`src/rtl/sumres_display_pkg.sv`:
```
// Shared types and constants for the add/subtract display unit.
// Latency: n/a (package only).
// Backpressure: n/a (package only).
// Contents: FSM state encoding, segment constants, and a digit-to-segment lookup.
package sumres_display_pkg;

  typedef enum logic [1:0] {
    ST_LOAD   = 2'd0,
    ST_SHIFT  = 2'd1,
    ST_COMMIT = 2'd2
  } state_t;

  // Segment order is {g,f,e,d,c,b,a}; a 0 lights the segment.
  localparam logic [6:0] SEG_BLANK = 7'h7F;
  localparam logic [6:0] SEG_MINUS = 7'b0111111;

  function automatic logic [6:0] seg_lut(input logic [3:0] d);
    logic [6:0] s;
    case (d)
      4'd0:    s = 7'b1000000;
      4'd1:    s = 7'b1111001;
      4'd2:    s = 7'b0100100;
      4'd3:    s = 7'b0110000;
      4'd4:    s = 7'b0011001;
      4'd5:    s = 7'b0010010;
      4'd6:    s = 7'b0000010;
      4'd7:    s = 7'b1111000;
      4'd8:    s = 7'b0000000;
      4'd9:    s = 7'b0010000;
      default: s = SEG_BLANK;
    endcase
    return s;
  endfunction

endpackage

```
`src/rtl/bin2bcd_seq.sv`:
```
// Sequential binary-to-BCD converter (shift-add-3, one bit per cycle).
// Latency: WIDTH+1 shift cycles after the start cycle; bcd is final the cycle after done.
// Backpressure: none; start restarts the conversion unconditionally.
// Ports: clk, reset (sync, active-high), start (load bin, clear accumulator),
//        bin[WIDTH:0] value to convert, bcd result nibbles (units in [3:0]),
//        done high during the cycle whose clock edge performs the final shift.
module bin2bcd_seq #(
  parameter int WIDTH = 8,
  parameter int NDIG  = 4
) (
  input  logic                      clk,
  input  logic                      reset,
  input  logic                      start,
  input  logic [WIDTH:0]            bin,
  output logic [4*(NDIG-1)-1:0]     bcd,
  output logic                      done
);

  localparam int BCDW = 4 * (NDIG - 1);
  localparam int CW   = $clog2(WIDTH + 1);

  logic [WIDTH:0] sh;
  logic [CW-1:0]  cnt;
  logic           busy;
  logic [BCDW-1:0] adj;

  // Add-3 correction applied to every nibble before the shift.
  always_comb begin
    adj = bcd;
    for (int i = 0; i < NDIG - 1; i++) begin
      if (bcd[4*i +: 4] >= 4'd5) adj[4*i +: 4] = bcd[4*i +: 4] + 4'd3;
    end
  end

  // cnt counts completed shifts, so the shift performed while cnt==WIDTH is the last.
  assign done = busy && (cnt == CW'(WIDTH));

  always_ff @(posedge clk) begin
    if (reset) begin
      sh   <= '0;
      bcd  <= '0;
      cnt  <= '0;
      busy <= 1'b0;
    end else if (start) begin
      sh   <= bin;
      bcd  <= '0;
      cnt  <= '0;
      busy <= 1'b1;
    end else if (busy) begin
      bcd <= {adj[BCDW-2:0], sh[WIDTH]};
      sh  <= sh << 1;
      cnt <= cnt + CW'(1);
      if (done) busy <= 1'b0;
    end
  end

endmodule

```
`src/rtl/sumres_display_nd.sv`:
```
// Add/subtract unit showing a signed-magnitude decimal result on a multiplexed 7-seg display.
// Latency: a new result is committed every WIDTH+3 cycles (LOAD, WIDTH+1 x SHIFT, COMMIT).
// Backpressure: none; FSM and digit scan are free-running.
// Ports: clk, reset (sync, active-high), sel (0 add, 1 subtract), a/b unsigned operands,
//        SSeg active-low segments {g,f,e,d,c,b,a}, an active-low digit enables (an[0] = units),
//        conv_done one-cycle pulse when the display register takes a new result.
module sumres_display_nd
  import sumres_display_pkg::*;
#(
  parameter int WIDTH    = 8,
  parameter int NDIG     = 4,
  parameter int SCAN_DIV = 50000
) (
  input  logic             clk,
  input  logic             reset,
  input  logic             sel,
  input  logic [WIDTH-1:0] a,
  input  logic [WIDTH-1:0] b,
  output logic [6:0]       SSeg,
  output logic [NDIG-1:0]  an,
  output logic             conv_done
);

  localparam int BCDW = 4 * (NDIG - 1);
  localparam int IW   = $clog2(NDIG);
  localparam int DW   = $clog2(SCAN_DIV);
  localparam logic [NDIG-1:0] AN_ONE = {{(NDIG-1){1'b0}}, 1'b1};

  state_t          state;
  logic [WIDTH:0]  mag;
  logic            neg;
  logic            neg_q;
  logic            start;
  logic            cvt_done;
  logic [BCDW-1:0] bcd;
  logic [BCDW-1:0] disp_bcd;
  logic            disp_neg;
  logic [DW-1:0]   div_cnt;
  logic            tick;
  logic [IW-1:0]   scan_idx;
  logic [6:0]      digit_seg;

  // Signed-magnitude result; equal operands under subtract give +0.
  always_comb begin
    mag = '0;
    neg = 1'b0;
    if (!sel) begin
      mag = {1'b0, a} + {1'b0, b};
    end else if (a >= b) begin
      mag = {1'b0, a - b};
    end else begin
      mag = {1'b0, b - a};
      neg = 1'b1;
    end
  end

  // The converter latches mag on the same edge that leaves LOAD.
  assign start = (state == ST_LOAD);

  bin2bcd_seq #(
    .WIDTH (WIDTH),
    .NDIG  (NDIG)
  ) u_bin2bcd (
    .clk   (clk),
    .reset (reset),
    .start (start),
    .bin   (mag),
    .bcd   (bcd),
    .done  (cvt_done)
  );

  always_ff @(posedge clk) begin
    if (reset) begin
      state     <= ST_LOAD;
      neg_q     <= 1'b0;
      disp_bcd  <= '0;
      disp_neg  <= 1'b0;
      conv_done <= 1'b0;
    end else begin
      conv_done <= 1'b0;
      case (state)
        ST_LOAD: begin
          neg_q <= neg;
          state <= ST_SHIFT;
        end
        ST_SHIFT: begin
          if (cvt_done) state <= ST_COMMIT;
        end
        ST_COMMIT: begin
          disp_bcd  <= bcd;
          disp_neg  <= neg_q;
          conv_done <= 1'b1;
          state     <= ST_LOAD;
        end
        default: state <= ST_LOAD;
      endcase
    end
  end

  assign tick = (div_cnt == DW'(SCAN_DIV - 1));

  // Segment pattern for the digit about to be scanned. A middle digit is
  // blanked when it and all digits above it are zero; units is always shown.
  always_comb begin
    digit_seg = SEG_BLANK;
    for (int i = 0; i < NDIG - 1; i++) begin
      if (scan_idx == IW'(i) && (i == 0 || (disp_bcd >> (4 * i)) != '0))
        digit_seg = seg_lut(disp_bcd[4*i +: 4]);
    end
    if (scan_idx == IW'(NDIG - 1) && disp_neg) digit_seg = SEG_MINUS;
  end

  // Scan reads disp_bcd before any same-edge commit, so a new result shows from the next tick.
  always_ff @(posedge clk) begin
    if (reset) begin
      div_cnt  <= '0;
      scan_idx <= '0;
      an       <= '1;
      SSeg     <= SEG_BLANK;
    end else begin
      div_cnt <= tick ? '0 : div_cnt + DW'(1);
      if (tick) begin
        an       <= ~(AN_ONE << scan_idx);
        SSeg     <= digit_seg;
        scan_idx <= (scan_idx == IW'(NDIG - 1)) ? '0 : scan_idx + IW'(1);
      end
    end
  end

  for (genvar g = 0; g < NDIG - 1; g++) begin : g_bcd_chk
    a_digit_range : assert property (@(posedge clk) disable iff (reset)
      disp_bcd[4*g +: 4] <= 4'd9);
  end

endmodule

```
`config.mk`:
```
export PLATFORM = sky130hd
export DESIGN_NAME = sumres_display_nd
export DESIGN_NICKNAME = d
export VERILOG_FILES = /design/src/rtl/sumres_display_pkg.sv /design/src/rtl/bin2bcd_seq.sv /design/src/rtl/sumres_display_nd.sv
export SDC_FILE = /design/constraint.sdc
export NUM_CORES = 1
export LEC_CHECK = 0
export ABC_AREA = 1
export BUFFER_PORTS_ARGS = -buffer_cell sky130_fd_sc_hd__buf_2
export CAP_MARGIN = 20
export CORE_AREA = 2 2 122 124
export DETAILED_ROUTE_END_ITERATION = 8
export DIE_AREA = 0 0 124 126
export PLACE_DENSITY_LB_ADDON = 0.15
export RECOVER_POWER = 25
export SYNTH_ARGS = -nofsm -noshare
export SYNTH_HDL_FRONTEND = slang
export SYNTH_SLANG_ARGS = --single-unit
```
`constraint.sdc`:
```
create_clock -name clk -period 2.2 [get_ports clk]
set_clock_uncertainty 0.2 [all_clocks]
set_input_delay 0.22 -clock clk [delete_from_list [all_inputs] [get_ports clk]]
set_output_delay 0.22 -clock clk [all_outputs]
set_load 0.05 [all_outputs]
```
==> impl_metrics.yaml <==
place:
  number_of_buffers_added_on_ports: 30
  gp_routability_congestion: 0.847
  detailedPlacementHpwl_um: 9330
  dpl_worst_slack_ns: -0.0119
logic_synthesis:
  synth_area_leaders: "dfxtp_1 (33%), ha_1 (11%), nand2_1 (10%)"
  yosysTopAreaCell: "dfxtp_1"
  synth_largest_type_area_fraction_pct: 33.3
  synth_fp_nets: 844
  synthCells: 771
  post_synth_edffs: 0
  async_sr_flop_fraction_pct: 0
  synth.yosys.seq_area_share_pct: 33.3
  mappedNetlistArea_um2: 5600
  synth.ff_latch_count: 93
  synthesis_warnings: 0
  yosysUniqueCellTypes: 46
  synth_flop_cell: "dfxtp_1"
  synth.avg_cell_area_um2: 7.26
power_and_ir_drop:
  p_per_area_nw_per_um2: 621
  finalPower_mw: 3.92
  p_leak_nw: 2.80
  worst_ir_drop_vdd_mv: 0.369
die:
  floorplan.die_area_um2: 15600
  num_io_pins: 31
  row_count: 44
  die_h_um: 126
  start_util_pct: 39.1
  die_w_um: 124
  design.core.area_um2: 14300
sta:
  final-setup-viol-count: 0
  max_clock_freq_mhz: 484
  final-max-slew-violation-count: 0
  slew_headroom_pct: 53.0
  finalCriticalPeriod_ns: 2.07
  unrepaired_setup_endpoints_after_global_routing: "no"
  final.setup.worst_slack_ns: 0.133
  max_slew.worst_pin.slew_ns: 0.705
  finalHoldViolations: 0
  final_min_period_over_clock_period_pct: 93.9
critical_path:
  crit_type: "flop to flop"
  cp_top_family: "simple AND/OR/NAND/NOR gates"
  cpMaxStageDelayCell: "dfxtp_1"
  critical_path_depth: 9
  critical_path.cell_chain: "inv_2 -> nor2_4 -> buf_12 -> nor2_1 -> nor3_2 -> inv_2 -> ha_1 -> nor2_1 -> o21ai_0"
  endpoint_kind: "flop"
  crit_required_ns: 2.22
  largest_fanout_on_the_critical_path: 12
  startpoint_type: "flop"
  r2r_cells: 9
  critPathMaxStageDelay_ns: 0.42
  worstPathBufferInverterCount: 3
  crit_arrival_ns: 2.09
global_route:
  globalRouteOverflowTotal: 0
  grt_antenna_before_repair: 0
  grt_pass1_wl_um: 20900
  maximum_number_of_pins_on_one_net_before_global_route_repair: 25
  first_global_vias: 4538
  combined_global_route_utilization_of_all_metal_layers_pct: 16.6
cells_and_area:
  antenna_cells: 0
  area_growth_syn_to_layout_pct: 12.7
  nNetsFinal: 883
  fill_cells: 1496
  most-common-layout-cells: "nand2_1 (150), inv_1 (108), dfxtp_1 (92)"
  final_common_cell: "nand2_1"
  post_route_cells_drive_above_1_share_pct: 12.3
clock_tree:
  cts.reportedPaths.clkPinSlew_ns: 0.06
  maximum_level_of_the_cts_h_tree: 3
  tritoncts: "done"
  holdBufCountCts: 0
  cts.sinks: 93
  cts_root_buf: "clkbuf_16"
  worst_skew_pair_latency_ns: 0.35
  cts.path.max_buffers: 2
  clock_buffer_count_from_cts: 9
routing:
  drt_drc_violations_left: 0
  viasPerCell: 4.88
  drt_wl_total_um: 12100
  drt_first_iter_violations: 189
  tritonroute_pass_1_iters: 5
  route.antenna.remaining_nets: 0
  post_drt_wl_per_cell_um: 12.1
  vias: 4880
min_path:
  holdPathStages: 4
  hold_path.class: "primary input to flop"
run_status:
  result_of_the_run: "finished clean"
run:
  cap_viol_max_count: 0
[kinds of logic (layout without fill, tap and decap cells)]
kind of cell / after synthesis / after routing / share of synthesized area [%]
AND/OR/NAND/NOR: 324 / 324 / 27.3
AO/OA/AOI/OAI: 150 / 150 / 15.2
buffers and inverters: 139 / 183 / 10.1
flip-flops: 93 / 93 / 33.3
adder cells (fa/ha/maj): 54 / 54 / 12.5
XOR/XNOR: 11 / 11 / 1.72
[per-stage QoR]
| step | hold WS, ns | setup TNS (ns) | instance area [um2] | utilization, % | std cells |
|---|---|---|---|---|---|
| finish | 0.0328 | 0 | 6310 | 44.1 | 999 |
| global route | 0.0843 | 0 | 6310 | 44.1 | 999 |
| CTS | 0.0304 | 0 | 6310 | 44.1 | 996 |
| detailed placement | 0.231 | -0.0237 | 5950 | 41.6 | 979 |
| global placement | 0.222 | 0 | 5950 | 41.6 | 979 |
| floorplan | 0.200 | 0 | 5600 | - | 771 |
[timing repair]
action                                 4_1_cts  5_1_grt
endpoints found under the hold margin        0        0
pin swaps                                    1        3
setup endpoints to repair                    3        8
cloned                                       0        0
buffers inserted                             1        3
resized for setup                            1        7
[synth_stat cells, types with 2 or more instances]
master and number:
o21ai_1 14, nor3_1 11, or2_1 2, a21oi_1 48
nor3_4 4, nand2_1 150, or2_2 3, a21oi_2 2
nand3_1 33, xor2_1 9, o21ai_0 52, nor3_2 6
inv_2 15, dfxtp_1 93, nand4_1 11, nand2_2 3
xnor2_1 2, nor2_1 75, ha_1 51, inv_1 108
buf_6 2, o211ai_1 18, o22ai_1 3, nand3_2 2
o21ai_2 3, fa_1 3, nor4_1 3, buf_4 5
nor2_4 5, o21bai_1 3, nor2_2 10, clkbuf_1 3
buf_2 6
[worst reg2reg max path, stage by stage (launching register included)]
cell and delay [ns]:
dfxtp_1 0.42, inv_2 0.08, nor2_4 0.12, buf_12 0.14
nor2_1 0.06, nor3_2 0.31, inv_2 0.11, ha_1 0.31
nor2_1 0.10, o21ai_0 0.09
[final timing paths]
check	to	slack [ns]	startpoint
worst max-delay path	flop	0.13	state[1]
worst min register to register	div_cnt[0]	0.24	div_cnt[0]
worst max register to register	flop	0.13	state[1]
worst min-delay path	u_bin2bcd.sh[8]	0.03	sel
[area by class of cell]
| cell class | count | area, um2 | area share (%) |
|---|---|---|---|
| Multi-Input combinational cell | 539 | 3170 | 50.3 |
| Clock buffer | 11 | 253 | 4.00 |
| Timing Repair Buffer | 44 | 245 | 3.89 |
| Inverter | 123 | 467 | 7.39 |
| Sequential cell | 93 | 1860 | 29.5 |
| Tap cell | 184 | 230 | 3.65 |
| Clock inverter | 5 | 81.3 | 1.29 |
[layer usage]
metal / share of wire, % / wire length [um] / global-route usage, % / vias up
met5: 0 / 0 / 0 / -
met4: 1.7 / 203 / 6.01 / 0
met3: 3.4 / 408 / 2.94 / 14
met2: 46 / 5510 / 26.9 / 87
met1: 49 / 5970 / 22.1 / 2211
li1: - / - / - / 2568
[where the power goes]
part | internal [mW] | switching [mW] | total, mW
Sequential | 1.71 | 0.0228 | 1.74
Clock | 1.06 | 0.663 | 1.72
Combinational | 0.166 | 0.293 | 0.459
Total | 2.94 | 0.979 | 3.92
Note: power is estimated with default switching activity, not from simulation.
